$ cat config.mk
export PLATFORM = sky130hd
export DESIGN_NAME = nexys_starship_game_ctrl
export DESIGN_NICKNAME = d
export VERILOG_FILES = /design/src/rtl/nexys_starship_game_ctrl.sv
export SDC_FILE = /design/constraint.sdc
export NUM_CORES = 1
export LEC_CHECK = 0
export CAP_MARGIN = 20
export CELL_PAD_IN_SITES_DETAIL_PLACEMENT = 1
export CELL_PAD_IN_SITES_GLOBAL_PLACEMENT = 2
export CORE_MARGIN = 5
export CORE_UTILIZATION = 38
export CTS_BUF_LIST = sky130_fd_sc_hd__clkbuf_8
export CTS_CLUSTER_DIAMETER = 120
export DETAILED_ROUTE_END_ITERATION = 10
export GPL_ROUTABILITY_DRIVEN = 0
export PLACE_DENSITY = 0.81
export SETUP_SLACK_MARGIN = 0.4
export SYNTH_ARGS = -nofsm -noshare
export SYNTH_HDL_FRONTEND = slang
export SYNTH_SLANG_ARGS = --single-unit
export TNS_END_PERCENT = 10
$ cat constraint.sdc
create_clock -name Clk -period 2.9 [get_ports Clk]
set_clock_uncertainty 0.05 [all_clocks]
set_input_delay 0.58 -clock Clk [delete_from_list [all_inputs] [get_ports Clk]]
set_output_delay 0.58 -clock Clk [all_outputs]
set_load 0.01 [all_outputs]
$ cat src/rtl/nexys_starship_game_ctrl.sv
// ==========================================================================
// nexys_starship_game_ctrl: Nexys Starship game-mode sequencer with lives, levels and score
// Rev 1.0
// ==========================================================================
`default_nettype none

module nexys_starship_game_ctrl #(
    parameter int LIVES         = 3,
    parameter int LEVELS        = 4,
    parameter int LEVEL_PTS     = 16,
    parameter int SCORE_W       = 12,
    parameter int BANNER_CYCLES = 100000000
) (
    input  logic               Clk,
    input  logic               Reset,
    input  logic               BtnU,
    input  logic               BtnC,
    input  logic               hit,
    input  logic               score_inc,
    output logic               q_Init,
    output logic               q_Play,
    output logic               q_Pause,
    output logic               q_LevelUp,
    output logic               q_GameOver,
    output logic               q_Win,
    output logic               play_flag,
    output logic [3:0]         lives,
    output logic [3:0]         level,
    output logic [SCORE_W-1:0] score
);

    localparam int PTS_W = $clog2(LEVEL_PTS + 1);
    localparam int BAN_W = $clog2(BANNER_CYCLES + 1);
    localparam logic [PTS_W-1:0]   PTS_LAST   = PTS_W'(LEVEL_PTS - 1);
    localparam logic [BAN_W-1:0]   BAN_LAST   = BAN_W'(BANNER_CYCLES - 1);
    localparam logic [3:0]         LIVES_INIT = 4'(LIVES);
    localparam logic [3:0]         LEVEL_LAST = 4'(LEVELS - 1);
    localparam logic [SCORE_W-1:0] SCORE_MAX  = '1;

    typedef enum logic [5:0] {
        S_INIT  = 6'b000001,
        S_PLAY  = 6'b000010,
        S_PAUSE = 6'b000100,
        S_LVLUP = 6'b001000,
        S_OVER  = 6'b010000,
        S_WIN   = 6'b100000
    } state_t;

    state_t             state_q;
    logic [3:0]         lives_q;
    logic [3:0]         level_q;
    logic [SCORE_W-1:0] score_q;
    logic [PTS_W-1:0]   pts_q;
    logic [BAN_W-1:0]   banner_q;
    logic               btnu_prev_q, btnc_prev_q;
    logic               btnu_arm_q, btnc_arm_q;

    logic               btnu_rise, btnc_rise, pts_wrap;
    logic [SCORE_W-1:0] score_sat;

    // The arm bits keep a button held through reset from firing until it has been seen released.
    assign btnu_rise = BtnU & ~btnu_prev_q & btnu_arm_q;
    assign btnc_rise = BtnC & ~btnc_prev_q & btnc_arm_q;
    assign score_sat = (score_q == SCORE_MAX) ? score_q : score_q + SCORE_W'(1);
    assign pts_wrap  = (pts_q == PTS_LAST);

    always_ff @(posedge Clk or posedge Reset) begin
        if (Reset) begin
            state_q     <= S_INIT;
            lives_q     <= LIVES_INIT;
            level_q     <= '0;
            score_q     <= '0;
            pts_q       <= '0;
            banner_q    <= '0;
            btnu_prev_q <= 1'b0;
            btnc_prev_q <= 1'b0;
            btnu_arm_q  <= 1'b0;
            btnc_arm_q  <= 1'b0;
        end else begin
            btnu_prev_q <= BtnU;
            btnc_prev_q <= BtnC;
            btnu_arm_q  <= btnu_arm_q | ~BtnU;
            btnc_arm_q  <= btnc_arm_q | ~BtnC;
            case (state_q)
                S_INIT: begin
                    if (btnu_rise) begin
                        state_q  <= S_PLAY;
                        lives_q  <= LIVES_INIT;
                        level_q  <= '0;
                        score_q  <= '0;
                        pts_q    <= '0;
                        banner_q <= '0;
                    end
                end
                S_PLAY: begin
                    if (hit && lives_q == 4'd1) begin
                        lives_q <= '0;
                        state_q <= S_OVER;
                        if (score_inc) score_q <= score_sat;
                    end else begin
                        if (hit && lives_q > 4'd1) lives_q <= lives_q - 4'd1;
                        if (score_inc) begin
                            score_q <= score_sat;
                            pts_q   <= pts_wrap ? '0 : pts_q + PTS_W'(1);
                        end
                        // A level clear takes precedence over a pause request in the same cycle.
                        if (score_inc && pts_wrap)
                            state_q <= (level_q == LEVEL_LAST) ? S_WIN : S_LVLUP;
                        else if (btnc_rise)
                            state_q <= S_PAUSE;
                    end
                end
                S_PAUSE: begin
                    if (btnu_rise || btnc_rise) state_q <= S_PLAY;
                end
                S_LVLUP: begin
                    if (banner_q == BAN_LAST) begin
                        banner_q <= '0;
                        state_q  <= S_PLAY;
                        if (level_q != LEVEL_LAST) level_q <= level_q + 4'd1;
                    end else begin
                        banner_q <= banner_q + BAN_W'(1);
                    end
                end
                S_OVER, S_WIN: begin
                    if (btnu_rise) begin
                        state_q  <= S_INIT;
                        lives_q  <= LIVES_INIT;
                        level_q  <= '0;
                        score_q  <= '0;
                        pts_q    <= '0;
                        banner_q <= '0;
                    end
                end
                default: begin
                    state_q  <= S_INIT;
                    lives_q  <= LIVES_INIT;
                    level_q  <= '0;
                    score_q  <= '0;
                    pts_q    <= '0;
                    banner_q <= '0;
                end
            endcase
        end
    end

    assign q_Init     = state_q[0];
    assign q_Play     = state_q[1];
    assign q_Pause    = state_q[2];
    assign q_LevelUp  = state_q[3];
    assign q_GameOver = state_q[4];
    assign q_Win      = state_q[5];
    assign play_flag  = state_q[1];
    assign lives      = lives_q;
    assign level      = level_q;
    assign score      = score_q;

endmodule

`default_nettype wire

Word-level counts from Yosys, hierarchy flattened
Cells that the tools add are included.
Widths: inputs -> output; s select.
{ "word_totals": {"register_bits": 62, "out_inout_bits": 27, "wordCells": 94, "inputBits": 6} }
{ "classes": {"n_eq_ne": 23, "order_cmp": 1, "mux": 29, "addsub": 5, "n_reduce_logical": 14, "bitwise": 12} }
{ "op_table": {"columns": ["op", "count"], "rows": [
  ["$pmux 27 s3", 1],
  ["$mux 27", 2],
  ["$mux 6", 8],
  ["$mux 12", 3],
  ["$pmux 12 s3", 1],
  ["$pmux 6 s5", 1],
  ["$add 27x1->27 const B", 1],
  ["$eq 27x27->1 const B", 1],
  ["$mux 4", 6],
  ["$pmux 4 s3", 2],
  ["$mux 5", 4],
  ["$ne 2x2->1 const B", 8],
  ["$pmux 5 s3", 1],
  ["$add 12x1->12 const B", 1],
  ["$eq 12x12->1 const B", 1],
  ["$reduce_and 4->1", 3],
  ["$eq 6x1->1 const B", 1],
  ["$eq 6x2->1 const B", 1],
  ["$eq 6x3->1 const B", 1],
  ["$eq 6x4->1 const B", 1],
  ["$eq 6x5->1 const B", 1],
  ["$eq 6x6->1 const B", 1],
  ["$not 1->1", 6],
  ["$reduce_or 2->1", 3],
  ["19 further kinds", 25]
]} }

Longest topological paths before layout
Gate-level depths: netlist of run 1.
{ "depth": {"word_depth": 7, "depth_mapped": 9, "ltp_nobuf": 7} }

Worst setup path before layout of run 1
OpenSTA, ideal clock, no wires.
{ "synth_timing": {"path_type": "reg2reg", "startpoint": "reg score_q[0] (netlist: score[0])", "endpoint": "reg score_q[11] (netlist: score[11])", "n_path_buf": 2, "stages_incl_launch_ff": 9, "required_time_ns": 2.724, "synth_period_minus_slack_ns": 2.284, "setup_time_ns": 0.126, "slack_ns": 0.616, "t_arrival_ns": 2.108, "cell_sequence": "dfrtp_1 -> ha_1 -> nand4_1 -> or4b_1 -> buf_2 -> and3_4 -> buf_6 -> and3_1 -> a221o_1"} }
{ "synth_via": {"elab_chain_cells": 4, "elab_cells_between_ends": 7, "classes_between": "add/sub (1); eq/ne (2); mux (3); reduce/logical (1)"} }
{ "synth_rtl": {"columns": ["element", "line_no", "rtl"], "rows": [
  ["start: declaration", "52", "logic [SCORE_W-1:0] score_q;"],
  ["start signal: assignment", "99", "if (score_inc) score_q <= score_sat;"],
  ["start signal: assignment", "103", "score_q <= score_sat;"],
  ["$add 12x1->12", "64", "assign score_sat = (score_q == SCORE_MAX) ? score_q : score_q + SCORE_W'(1);"],
  ["$mux 12", "64", null],
  ["$mux 12", "99, 102", null],
  ["$pmux 12 s3", "84", "case (state_q)"]
]} }
Several ways; a longest one is shown, not always the timed one. The select of a mux whose other input is x is not followed.
A chain may end at the register's enable or synchronous reset.

Worst setup path in the final report of run 1
{ "layout_timing": {"startpoint": "reg lives_q[1] (netlist: lives[1])", "endpoint": "reg lives_q[2] (netlist: lives[2])"} }
{ "layout_via": {"elab_chain_cells": 4, "elab_cells_between_ends": 10, "classes_between": "add/sub (1); order compare (1); eq/ne (2); mux (3); reduce/logical (3)"} }
{ "layout_rtl": {"columns": ["element", "line_no", "rtl"], "rows": [
  ["start: declaration", "50", "logic [3:0] lives_q;"],
  ["start signal: assignment", "101", "if (hit && lives_q > 4'd1) lives_q <= lives_q - 4'd1;"],
  ["$sub 4x1->4, or another cell as far along", "101", null],
  ["$mux 4, or another cell as far along", "101", null],
  ["$mux 4 or $ne 3x3->1 (tied branches)", null, null],
  ["$pmux 4 s3 or $reduce_and 3->1 (tied branches)", null, null]
]} }
Several ways; a longest one is shown, not always the timed one. The select of a mux whose other input is x is not followed.

==> results of run 1 <==
## flip-flops by register name, summed over array words and instances, names as in the netlist
signal,flops
banner_q,27
level,4
btnu_prev_q,1
btnc_arm_q,1
pts_q,5
state_q,6
lives,4
score,12
btnc_prev_q,1
btnu_arm_q,1
## layout by cell type, fill, tap and decap left out, drive strengths merged, types with 8 or more instances in the layout
cell type      instances
inv                   11
nor4                   9
xnor2                  8
dfrtp                 59
clkbuf                11
o21ai                 24
o31ai                 18
buf                   17
a21oi                 22
nand2                 29
nor3                  17
nand3                 25
nor2                  33
clkdlybuf4s50         32
and4                   9
or4                    9
## cells in the mapped netlist (5+ instances only)
| cell | instances | area (µm²) |
|---|---|---|
| nor3_1 | 15 | 75.1 |
| o21ai_1 | 6 | 30.0 |
| and3_1 | 5 | 31.3 |
| o21ai_0 | 18 | 90.1 |
| inv_1 | 11 | 41.3 |
| a21oi_1 | 21 | 105 |
| xnor2_1 | 8 | 70.1 |
| nand4_1 | 7 | 43.8 |
| nand2_1 | 29 | 109 |
| mux2i_1 | 5 | 50.1 |
| buf_2 | 12 | 60.1 |
| or4_1 | 9 | 67.6 |
| a22o_1 | 5 | 43.8 |
| nor2_1 | 31 | 116 |
| dfrtp_1 | 59 | 1480 |
| o31ai_1 | 18 | 135 |
| and4_1 | 9 | 78.8 |
| nor4_1 | 7 | 43.8 |
| nand3_1 | 25 | 125 |
| ha_1 | 6 | 75.1 |
## critical path, delay by kind of cell, from the launching register on
family | cells | cell delay (ns)
adder cells (fa/ha/maj) | 1 | 0.19
flip-flops | 1 | 0.57
buffers and inverters | 2 | 0.25
AO/OA/AOI/OAI | 3 | 0.64
AND/OR/NAND/NOR | 1 | 0.65
## power by group
part | internal, µW | switching [µW]
logic | 522 | 770
registers | 928 | 120
clock network | 443 | 376
total | 1890 | 1270
## stage by stage
step           std cells  power, µW  worst slack [ns]  hold slack, ns  cell area (µm²)
2_1_floorplan        398       1870             0.616           0.377             3700
3_5_place_dp         561       2290             0.178           0.398             4220
5_1_grt              578       3350             0.377           0.438             4460
3_3_place_gp         561       2260             0.275           0.395             4220
4_1_cts              577       3120             0.435           0.420             4430
6_report             578       3160             0.444           0.414             4460
## logic make-up (layout without fill, tap and decap cells)
kind of cell | Yosys count | after routing | synth area share [%]
AND/OR/NAND/NOR | 178 | 178 | 27.7
AO/OA/AOI/OAI | 108 | 108 | 20.5
flip-flops | 62 | 62 | 42.0
buffers and inverters | 29 | 76 | 3.95
XOR/XNOR | 9 | 9 | 2.13
adder cells (fa/ha/maj) | 6 | 6 | 2.03
multiplexers | 6 | 6 | 1.65
## cell type report
| type | count | area (µm²) |
|---|---|---|
| Fill cell | 1166 | 5180 |
| Multi-Input combinational cell | 307 | 2010 |
| Timing Repair Buffer | 49 | 473 |
| Tap cell | 133 | 166 |
| Sequential cell | 62 | 1560 |
| Clock inverter | 5 | 57.6 |
| Clock buffer | 11 | 151 |
| Inverter | 11 | 41.3 |
## what timing repair did
item	4_1_cts	5_1_grt
pin swaps	0	1
resized for setup	1	1
endpoints found under the setup margin	1	18
buffers inserted	0	1
hold buffers	0	0
## routing by layer
layer,vias to the layer above,GRT usage [%]
met3,8,3.20
met5,-,0
met4,0,6.04
li1,1611,-
met1,1741,27.2
met2,47,30.3
## how the worst min path moves through the flow
stage,from,end,slack (ns)
after floorplan,btnu_arm_q$_DFF_PP0_,btnu_arm_q$_DFF_PP0_,0.38
after global placement,btnu_arm_q$_DFF_PP0_,btnu_arm_q$_DFF_PP0_,0.39
after detailed placement,btnu_arm_q$_DFF_PP0_,btnu_arm_q$_DFF_PP0_,0.40
after CTS,btnu_arm_q$_DFF_PP0_,btnu_arm_q$_DFF_PP0_,0.42
after global routing,btnu_arm_q$_DFF_PP0_,btnu_arm_q$_DFF_PP0_,0.44
final,btnu_arm_q$_DFF_PP0_,btnu_arm_q$_DFF_PP0_,0.41
==> summary.md, run 1 <==
| Metric | Value |
|---|---|
| Sequential area share after synthesis | `42.0%` |
| Clock Latency Late Sink | `0.35 ns` |
| # IOs | `33` |
| Register-to-Register Path Depth | `7` |
| Layout cells sized above 1 | `between 10% and 20%` |
| Power per cell area | `709 mW/mm²` |
| Final setup violation count | `0` |
| Status | `complete, no violations` |
| WL per Instance | `about 18 µm` |
| Final core utilization | `a little under half` |
| HP Class | `reg2reg` |
| TritonCTS clock tree | `done` |
| Reg2reg start | `lives[1]$_DFFE_PP1P_` |
| Die area | `between 0.01 and 0.015 mm²` |
| Worst Setup SP | `lives[1]$_DFFE_PP1P_` |
| Crit path capture | `lives[2]$_DFFE_PP0P_` |
| Sum Neg Setup Slack | `0 ns` |
| GRT Residual Overflow | `0` |
| # diodes | `0` |
| Worst r2r dst | `lives[2]$_DFFE_PP0P_` |
| WP data required | `roughly 3.1 ns` |
| CP Capture Type | `flop` |
| Number of max-cap violations | `0` |
| Via/cell ratio | `approximately 5.9` |
| M1 WL | `between 5000 and 6000 µm` |
| Final hold violation count | `0` |
| RSZ-0062 raised after global routing | `true` |
| Post-synth EDFFs | `0` |
| Initial core utilization | `38.4%` |
| DRT Pass-1 Iters | `4` |
| TritonCTS Buffers | `9` |
| Root Buffer | `clkbuf_8` |
| Synth Cell Area | `0.00370 mm²` |
| DRT iter0 DRCs | `69` |
| Max-slew headroom | `51.4%` |
| Hold Path Depth | `1` |
| Critical Setup Path Class | `reg2reg` |
| Max FO, Critical Path | `6` |
| # DRC | `0` |
| CP Cell Sequence | `inv_1 -> ha_1 -> or4b_2 -> a211oi_2 -> a211oi_1 -> buf_4 -> a32o_1` |
| Area Growth Syn to Fin | `20.3%` |
| DR top layer | `met4` |
| Core area | `0.00964 mm²` |
| Die Wd | `109 µm` |
| DP HPWL | `between 7000 and 8000 µm` |
| Peak supply drop | `between 300 and 400 µV` |
| Async S/R FF share, synth | `between 90% and 100%` |
| Synthesized instance count | `around 400` |
| CP arrival | `roughly 2.6 ns` |
| GRT Total Usage | `just under 20%` |
| Nets | `452` |
| R2R Setup Slk | `between 0.4 and 0.5 ns` |
| Leak | `0.00181 µW` |
| H-Tree Level Count | `3` |
| Drt total wl | `around 11,000 µm` |
| WL met2 | `a little under 5000 µm` |
| CP startpoint kind | `flop` |
| Syn. warnings | `0` |
| First-pass GRT wire length | `approximately 18,000 µm` |
| Clock Tree Buf Depth | `2` |
| Die H | `roughly 110 µm` |
| CTS sink cnt | `between 60 and 70` |
| Row count | `36` |
| Yosys reg bits | `a little over 60` |
| Final period util | `a little over four fifths` |
| Slowest CP cell | `or4b_2` |
| DR vias | `3,407` |
| Syn_area_per_cell | `approximately 9.3 µm²` |
| Vias in the first global route | `3,505` |
| Max-slew violation count | `0` |
| Initial antenna violation count | `0` |
| Antenna-violating nets left | `0` |
| Max Clock Freq | `around 0.4 GHz` |
| Tmin final | `2.46 ns` |
| Distinct cell type count of the synthesized netlist | `70` |
| Largest net degree at the start of global routing | `33` |
| Measured slew at the worst slew-check pin | `0.727 ns` |
| Buffers on Ports | `32` |
| Syn Nets | `410` |
| Ys flop type | `dfrtp_1` |
| Slowest cell delay on critical path | `around 0.65 ns` |
| WL met3 | `263 µm` |
| Clk slew on worst S/H paths | `approximately 0.080 ns` |
Power figures use the tool's default switching activity.
==> run 2, diff against run 1 <==
- clock period: 2.9 -> 2.3 ns (I/O delays scaled with it)
==> run 2 against run 1 <==
  * Sequential share of layout area down 4.9 points
  * Power up 61%
  * First-iteration DRC count is 61% higher
  * Worst hold slack better by 0.011 ns
  * Non-clock buffer count grew 54
  * Die area is the same
  * Maximum frequency is 17% higher
  * Combinational power up 120%
  * Wire length increased by 17%
  * Via count increased by 7.5%
  * Largest cell class unchanged
==> summary.md, run 2 (synthesis results as in run 1) <==
| Metric | Value |
|---|---|
| CTS sink cnt | `62 (unchanged)` |
| Reg2reg start | `score[1]$_DFFE_PP0P_` |
| Final hold violation count | `0 (unchanged)` |
| Max-slew violation count | `0 (unchanged)` |
| Area Growth Syn to Fin | `40.6%` |
| Clock Tree Buf Depth | `2 (unchanged)` |
| Measured slew at the worst slew-check pin | `0.529 ns (-0.198 ns)` |
| Worst r2r dst | `score[11]$_DFFE_PP0P_` |
| Peak supply drop | `481 µV (+24%)` |
| Largest Register | `banner_q` |
| Root Buffer | `clkbuf_8` |
| Design area | `0.00521 mm² (+17%)` |
| DP HPWL | `7940 µm (+5.4%)` |
| Max FO, Critical Path | `8 (+2)` |
| Tmin final | `2.10 ns (-0.357 ns)` |
| Vias in the first global route | `4,092 (+17%)` |
| Setup ws final | `0.200 ns (-0.243 ns)` |
| Core area | `0.00964 mm² (unchanged)` |
| Status | `complete, no violations` |
| Largest net degree at the start of global routing | `63 (+91%)` |
| Leak | `0.00216 µW (+19%)` |
| Antenna-violating nets left | `0 (unchanged)` |
| GRT Total Usage | `22.3% (+3.1 points)` |
| Final core utilization | `54.0% (+7.8 points)` |
| # DRC | `0 (unchanged)` |
| DR vias | `3,664 (+7.5%)` |
| Most frequent cells in the layout | `buf_4 (61), dfrtp_1 (52), clkdlybuf4s50_1 (32)` |
| Final period util | `91.3% (+6.6 points)` |
| WP data required | `2.50 ns (-0.58 ns)` |
| # diodes | `0 (unchanged)` |
| Die area | `0.0118 mm² (unchanged)` |
| Max-slew headroom | `64.6% (+13 points)` |
| Clock Latency Late Sink | `0.36 ns (about the same)` |
| Max Clock Freq | `0.476 GHz (+17%)` |
| Die H | `109 µm (unchanged)` |
| HP Class | `in2async` |
| WL per Instance | `19.3 µm (+6.4%)` |
| CP arrival | `2.30 ns (-0.34 ns)` |
| RSZ-0062 raised after global routing | `true` |
| Register Area | `0.00156 mm² (+0.56%)` |
| Register-to-Register Path Depth | `6 (-1)` |
| TritonCTS Buffers | `9 (unchanged)` |
| Drt total wl | `12,300 µm (+17%)` |
| Placed inst area | `0.00450 mm² (+6.6%)` |
| Area occupied by multi-input gates | `0.00230 mm² (+14%)` |
| Setup WS pre-CTS | `-0.203 ns (-0.381 ns)` |
| # IOs | `33 (unchanged)` |
| Via/cell ratio | `5.78 (-2.0%)` |
| Critical Setup Path Class | `reg2reg` |
| Row count | `36 (unchanged)` |
| TritonCTS clock tree | `done` |
| Commonest non-fill, non-tap cell in the layout | `buf_4` |
| CTS Hold Bufs | `0 (unchanged)` |
| Final setup violation count | `0 (unchanged)` |
| GRT Residual Overflow | `0 (unchanged)` |
| R2R Setup Slk | `0.20 ns (-0.24 ns)` |
| Buffers on Ports | `32 (unchanged)` |
| Power per cell area | `978 mW/mm² (+38%)` |
| Initial core utilization | `38.4% (unchanged)` |
| Die Wd | `109 µm (unchanged)` |
| CP startpoint kind | `flop` |
| Clk slew on worst S/H paths | `0.07 ns (about the same)` |
| DRT iter0 DRCs | `111 (+61%)` |
| Fill cells | `1,117 (-4.2%)` |
| DRT Pass-1 Iters | `4 (unchanged)` |
| First-pass GRT wire length | `20,700 µm (+15%)` |
| CP Capture Type | `flop` |
| Layout cells sized above 1 | `31.7% (+18 points)` |
| Max reg flops | `27 (unchanged)` |
| Number of max-cap violations | `0 (unchanged)` |
| Initial antenna violation count | `0 (unchanged)` |
| Nets | `508 (+12%)` |
| H-Tree Level Count | `3 (unchanged)` |
-- run 2: per-stage QoR --
step / setup TNS, ns / cells / total power, µW / hold WS (ns)
finish: 0 / 634 / 5100 / 0.425
global route: 0 / 634 / 5400 / 0.448
CTS: 0 / 634 / 5110 / 0.422
detailed placement: -4.14 / 588 / 3220 / 0.400
global placement: -2.38 / 588 / 3160 / 0.397
floorplan: 0 / 398 / 2460 / 0.377
-- run 2: critical path: stages (launching register included) --
cell and delay, ns:
dfrtp_1 0.40, ha_4 0.17, nand4_1 0.14, or4b_4 0.60
and3_4 0.21, and3_4 0.17, a221o_1 0.25
-- run 2: cell type report --
| type | instances | area share (%) |
|---|---|---|
| multi-input cells | 309 | 44.2 |
| flip-flops and latches | 62 | 30.0 |
| repair buffers | 103 | 18.2 |
| well taps | 133 | 3.19 |
| clock buffers | 12 | 3.17 |
| inverters | 11 | 0.793 |
| clock inverters | 4 | 0.408 |
-- run 2: where the power goes --
| group | leakage [µW] | switching (µW) | internal (µW) | total, µW |
|---|---|---|---|---|
| clock network | 0.0000996 | 461 | 472 | 933 |
| logic | 0.00123 | 1420 | 1470 | 2890 |
| registers | 0.000827 | 99.7 | 1180 | 1280 |
-- run 2: repair_timing --
item                                    4_1_cts  5_1_grt
gates cloned                                  5        0
setup buffers                                25        0
resized for setup                            49        9
endpoints found under the hold margin         0        0
endpoints found under the setup margin       75       82
pin swaps                                    20        5
-- run 2: worst max path at each step --
stage / from / end / slack (ns) / cells after the start
after global routing: banner_q[17]$_DFFE_PP0P_ / banner_q[20]$_DFFE_PP0P_ / 0.12 / 8
after floorplan: score[1]$_DFFE_PP0P_ / score[11]$_DFFE_PP0P_ / 0.03 / 8
after detailed placement: BtnU / score[11]$_DFFE_PP0P_ / -0.20 / 6
after CTS: lives[1]$_DFFE_PP1P_ / lives[3]$_DFFE_PP0P_ / 0.21 / 8
final: score[1]$_DFFE_PP0P_ / score[11]$_DFFE_PP0P_ / 0.20 / 6
after global placement: BtnU / score[11]$_DFFE_PP0P_ / -0.18 / 6
-- run 2: layer usage --
layer,global-route usage (%),wire [µm],vias up
met3,4.91,300,12
met1,25.9,5210,1885
li1,-,-,1724
met4,7.21,174,0
met5,0,0,-
met2,40.7,6570,43
==> run 3, diff against run 2 <==
- CORE_UTILIZATION: 38 -> 41
- PLACE_DENSITY: 0.81 -> 0.86
- SLEW_MARGIN: unset -> 20
- clock period: 2.3 -> 2.47 ns (I/O delays scaled with it)
==> run 3 against run 2 <==
  * Final cell count decreased by 6.5%
  * Cell area fell by 6.2%
  * Critical path type is now reg2out
  * Clock power fell by 8.4%
  * Largest power group unchanged
  * Wire length down 4.2%
  * Global-route usage down 1.3 points
  * Register-to-register slack improved by 0.16 ns
  * Setup slack gained 0.16 ns
  * Critical path depth down 5
==> summary.md, run 3 (synthesis results as in run 1) <==
| Metric | Value |
|---|---|
| Status | `complete, no violations` |
| Largest Register | `banner_q` |
| Peak supply drop | `606 µV (+26%)` |
| Clock Latency Late Sink | `0.35 ns (about the same)` |
| # DRC | `0 (unchanged)` |
| Initial antenna violation count | `0 (unchanged)` |
| Max FO, Critical Path | `8 (unchanged)` |
| Initial core utilization | `42.3% (+3.8 points)` |
| # diodes | `0 (unchanged)` |
| GRT Total Usage | `21.1% (-1.3 points)` |
| DRT iter0 DRCs | `143 (+29%)` |
| Measured slew at the worst slew-check pin | `0.546 ns (+0.0168 ns)` |
| # IOs | `33 (unchanged)` |
| Nets | `492 (-3.1%)` |
| CP arrival | `1.57 ns (-0.73 ns)` |
| DRT Pass-1 Iters | `4 (unchanged)` |
| Die area | `0.0110 mm² (-6.7%)` |
| Clk slew on worst S/H paths | `0.06 ns (about the same)` |
| Vias in the first global route | `3,709 (-9.4%)` |
| CP startpoint kind | `flop` |
| Area Growth Syn to Fin | `31.8%` |
| Max-slew headroom | `62.7% (-2.0 points)` |
| Number of max-cap violations | `0 (unchanged)` |
| TritonCTS clock tree | `done` |
| Kind of cell adding the most delay to the critical path | `flip-flops` |
| H-Tree Level Count | `3 (unchanged)` |
| WL per Instance | `19.8 µm (+2.4%)` |
| Core area | `0.00876 mm² (-9.1%)` |
| Largest net degree at the start of global routing | `48 (-24%)` |
| Die Wd | `105 µm (-3.4%)` |
| CTS Hold Bufs | `0 (unchanged)` |
| DP HPWL | `7720 µm (-2.9%)` |
| GRT Residual Overflow | `0 (unchanged)` |
| Layout cells sized above 1 | `26.2% (-5.6 points)` |
| Commonest non-fill, non-tap cell in the layout | `dfrtp_1` |
| Via/cell ratio | `6.11 (+5.8%)` |
| Final period util | `85.4%` |
| Drt total wl | `11,700 µm (-4.2%)` |
| Die H | `105 µm (-3.4%)` |
| WP buf/inv | `1 (+1)` |
| Clock Tree Buf Depth | `2 (unchanged)` |
| Max-slew violation count | `0 (unchanged)` |
| TritonCTS Buffers | `9 (unchanged)` |
| Leak | `0.00206 µW (-4.4%)` |
| Buffers on Ports | `32 (unchanged)` |
| Slowest CP cell | `dfstp_2` |
| Final setup violation count | `0 (unchanged)` |
| Row count | `34 (-5.6%)` |
| First-pass GRT wire length | `19,100 µm (-7.5%)` |
| Power per cell area | `836 mW/mm² (-15%)` |
| HP Class | `in2reg` |
| Most frequent cells in the layout | `dfrtp_1 (55), buf_4 (54), nor2_1 (31)` |
| Antenna-violating nets left | `0 (unchanged)` |
| Final core utilization | `55.7% (+1.7 points)` |
| CP Capture Type | `primary output` |
| DR vias | `3,626 (-1.0%)` |
| Placed inst area | `0.00438 mm² (-2.5%)` |
| Slowest cell delay on critical path | `0.65 ns (+0.05 ns)` |
| Tmin final | `about 2.1 ns` |
| Design area | `0.00488 mm² (-6.2%)` |
| RSZ-0062 raised after global routing | `true` |
| Max Clock Freq | `~0.47 GHz` |
| Critical Setup Path Class | `reg2out` |
| WP data required | `1.93 ns (-0.57 ns)` |
| Root Buffer | `clkbuf_8` |
| Final hold violation count | `0 (unchanged)` |
| Max reg flops | `27 (unchanged)` |
| CTS sink cnt | `62 (unchanged)` |
| CP Cell Sequence | `clkdlybuf4s50_1` |
run 3: cell types whose count changed in the layout (fill, tap and decap cells not counted), sizes merged:
| cell | delta |
|---|---|
| a21o | -2 |
| buf | -13 |
| bufbuf | -1 |
| clkdlybuf4s50 | -2 |
| clkinv | -1 |
| clkinvlp | -1 |
| dlygate4sd2 | +1 |
| dlymetal6s2s | +1 |
| inv | +2 |
run 3: worst paths after layout:
path                            depth (start not counted)                       end                    from  slack (ns)
worst max-delay path                                    1                    q_Init  state_q[0]$_DFFE_PP1P_        0.36
worst min-delay path                                    1     btnu_prev_q$_DFF_PP0_                    BtnU        0.37
worst max register to register                          7      lives[2]$_DFFE_PP0P_    lives[1]$_DFFE_PP1P_        0.36
worst min register to register                          1      btnu_arm_q$_DFF_PP0_    btnu_arm_q$_DFF_PP0_        0.41
max in group asynchronous                               3    state_q[0]$_DFFE_PP1P_                   Reset        1.31
min in group asynchronous                               2  banner_q[23]$_DFFE_PP0P_                   Reset        0.40
run 3: power by group:
part | total (µW) | switching, µW | internal (µW)
sequential | 1190 | 91.0 | 1090
combinational | 2040 | 1110 | 933
clock | 855 | 420 | 435
run 3: stage by stage:
step / setup TNS [ns] / setup slack (ns) / hold slack [ns] / std cells / power (µW)
after global placement: -0.0214 / -0.0214 / 0.393 / 555 / 2940
after global routing: 0 / 0.316 / 0.377 / 593 / 4320
after detailed placement: -0.375 / -0.0933 / 0.408 / 555 / 2970
final: 0 / 0.360 / 0.372 / 593 / 4080
after CTS: 0 / 0.339 / 0.369 / 582 / 3960
after floorplan: 0 / 0.198 / 0.377 / 398 / 2230
run 3: metal layers:
layer,track usage (%),share of wire [%],up-vias
met1,29.3,47,1852
met4,7.21,1.8,0
met3,3.02,3.2,18
met5,0,0,-
met2,33.6,48,61
li1,-,-,1695
run 3: final cells by class:
class | instances | area [µm²]
tap | 108 | 135
clock buffer | 12 | 165
clock inverter | 4 | 16.3
timing repair buffer | 89 | 787
fill | 1000 | 3880
inverter | 11 | 41.3
multi-input combinational | 307 | 2180
sequential | 62 | 1560
run 3: worst register-to-register path, cell delays in order (launching register included):
cell and delay, ns:
dfstp_2 0.55, inv_2 0.05, ha_4 0.15, or4b_4 0.49, a211oi_4 0.26, a211oi_2 0.08
buf_4 0.16, a32o_1 0.21
run 3: repair_timing:
action,CTS,global route
gates resized for setup,14,20
buffers inserted,11,11
cloned,0,0
setup endpoints to repair,43,59
pin swaps,7,4
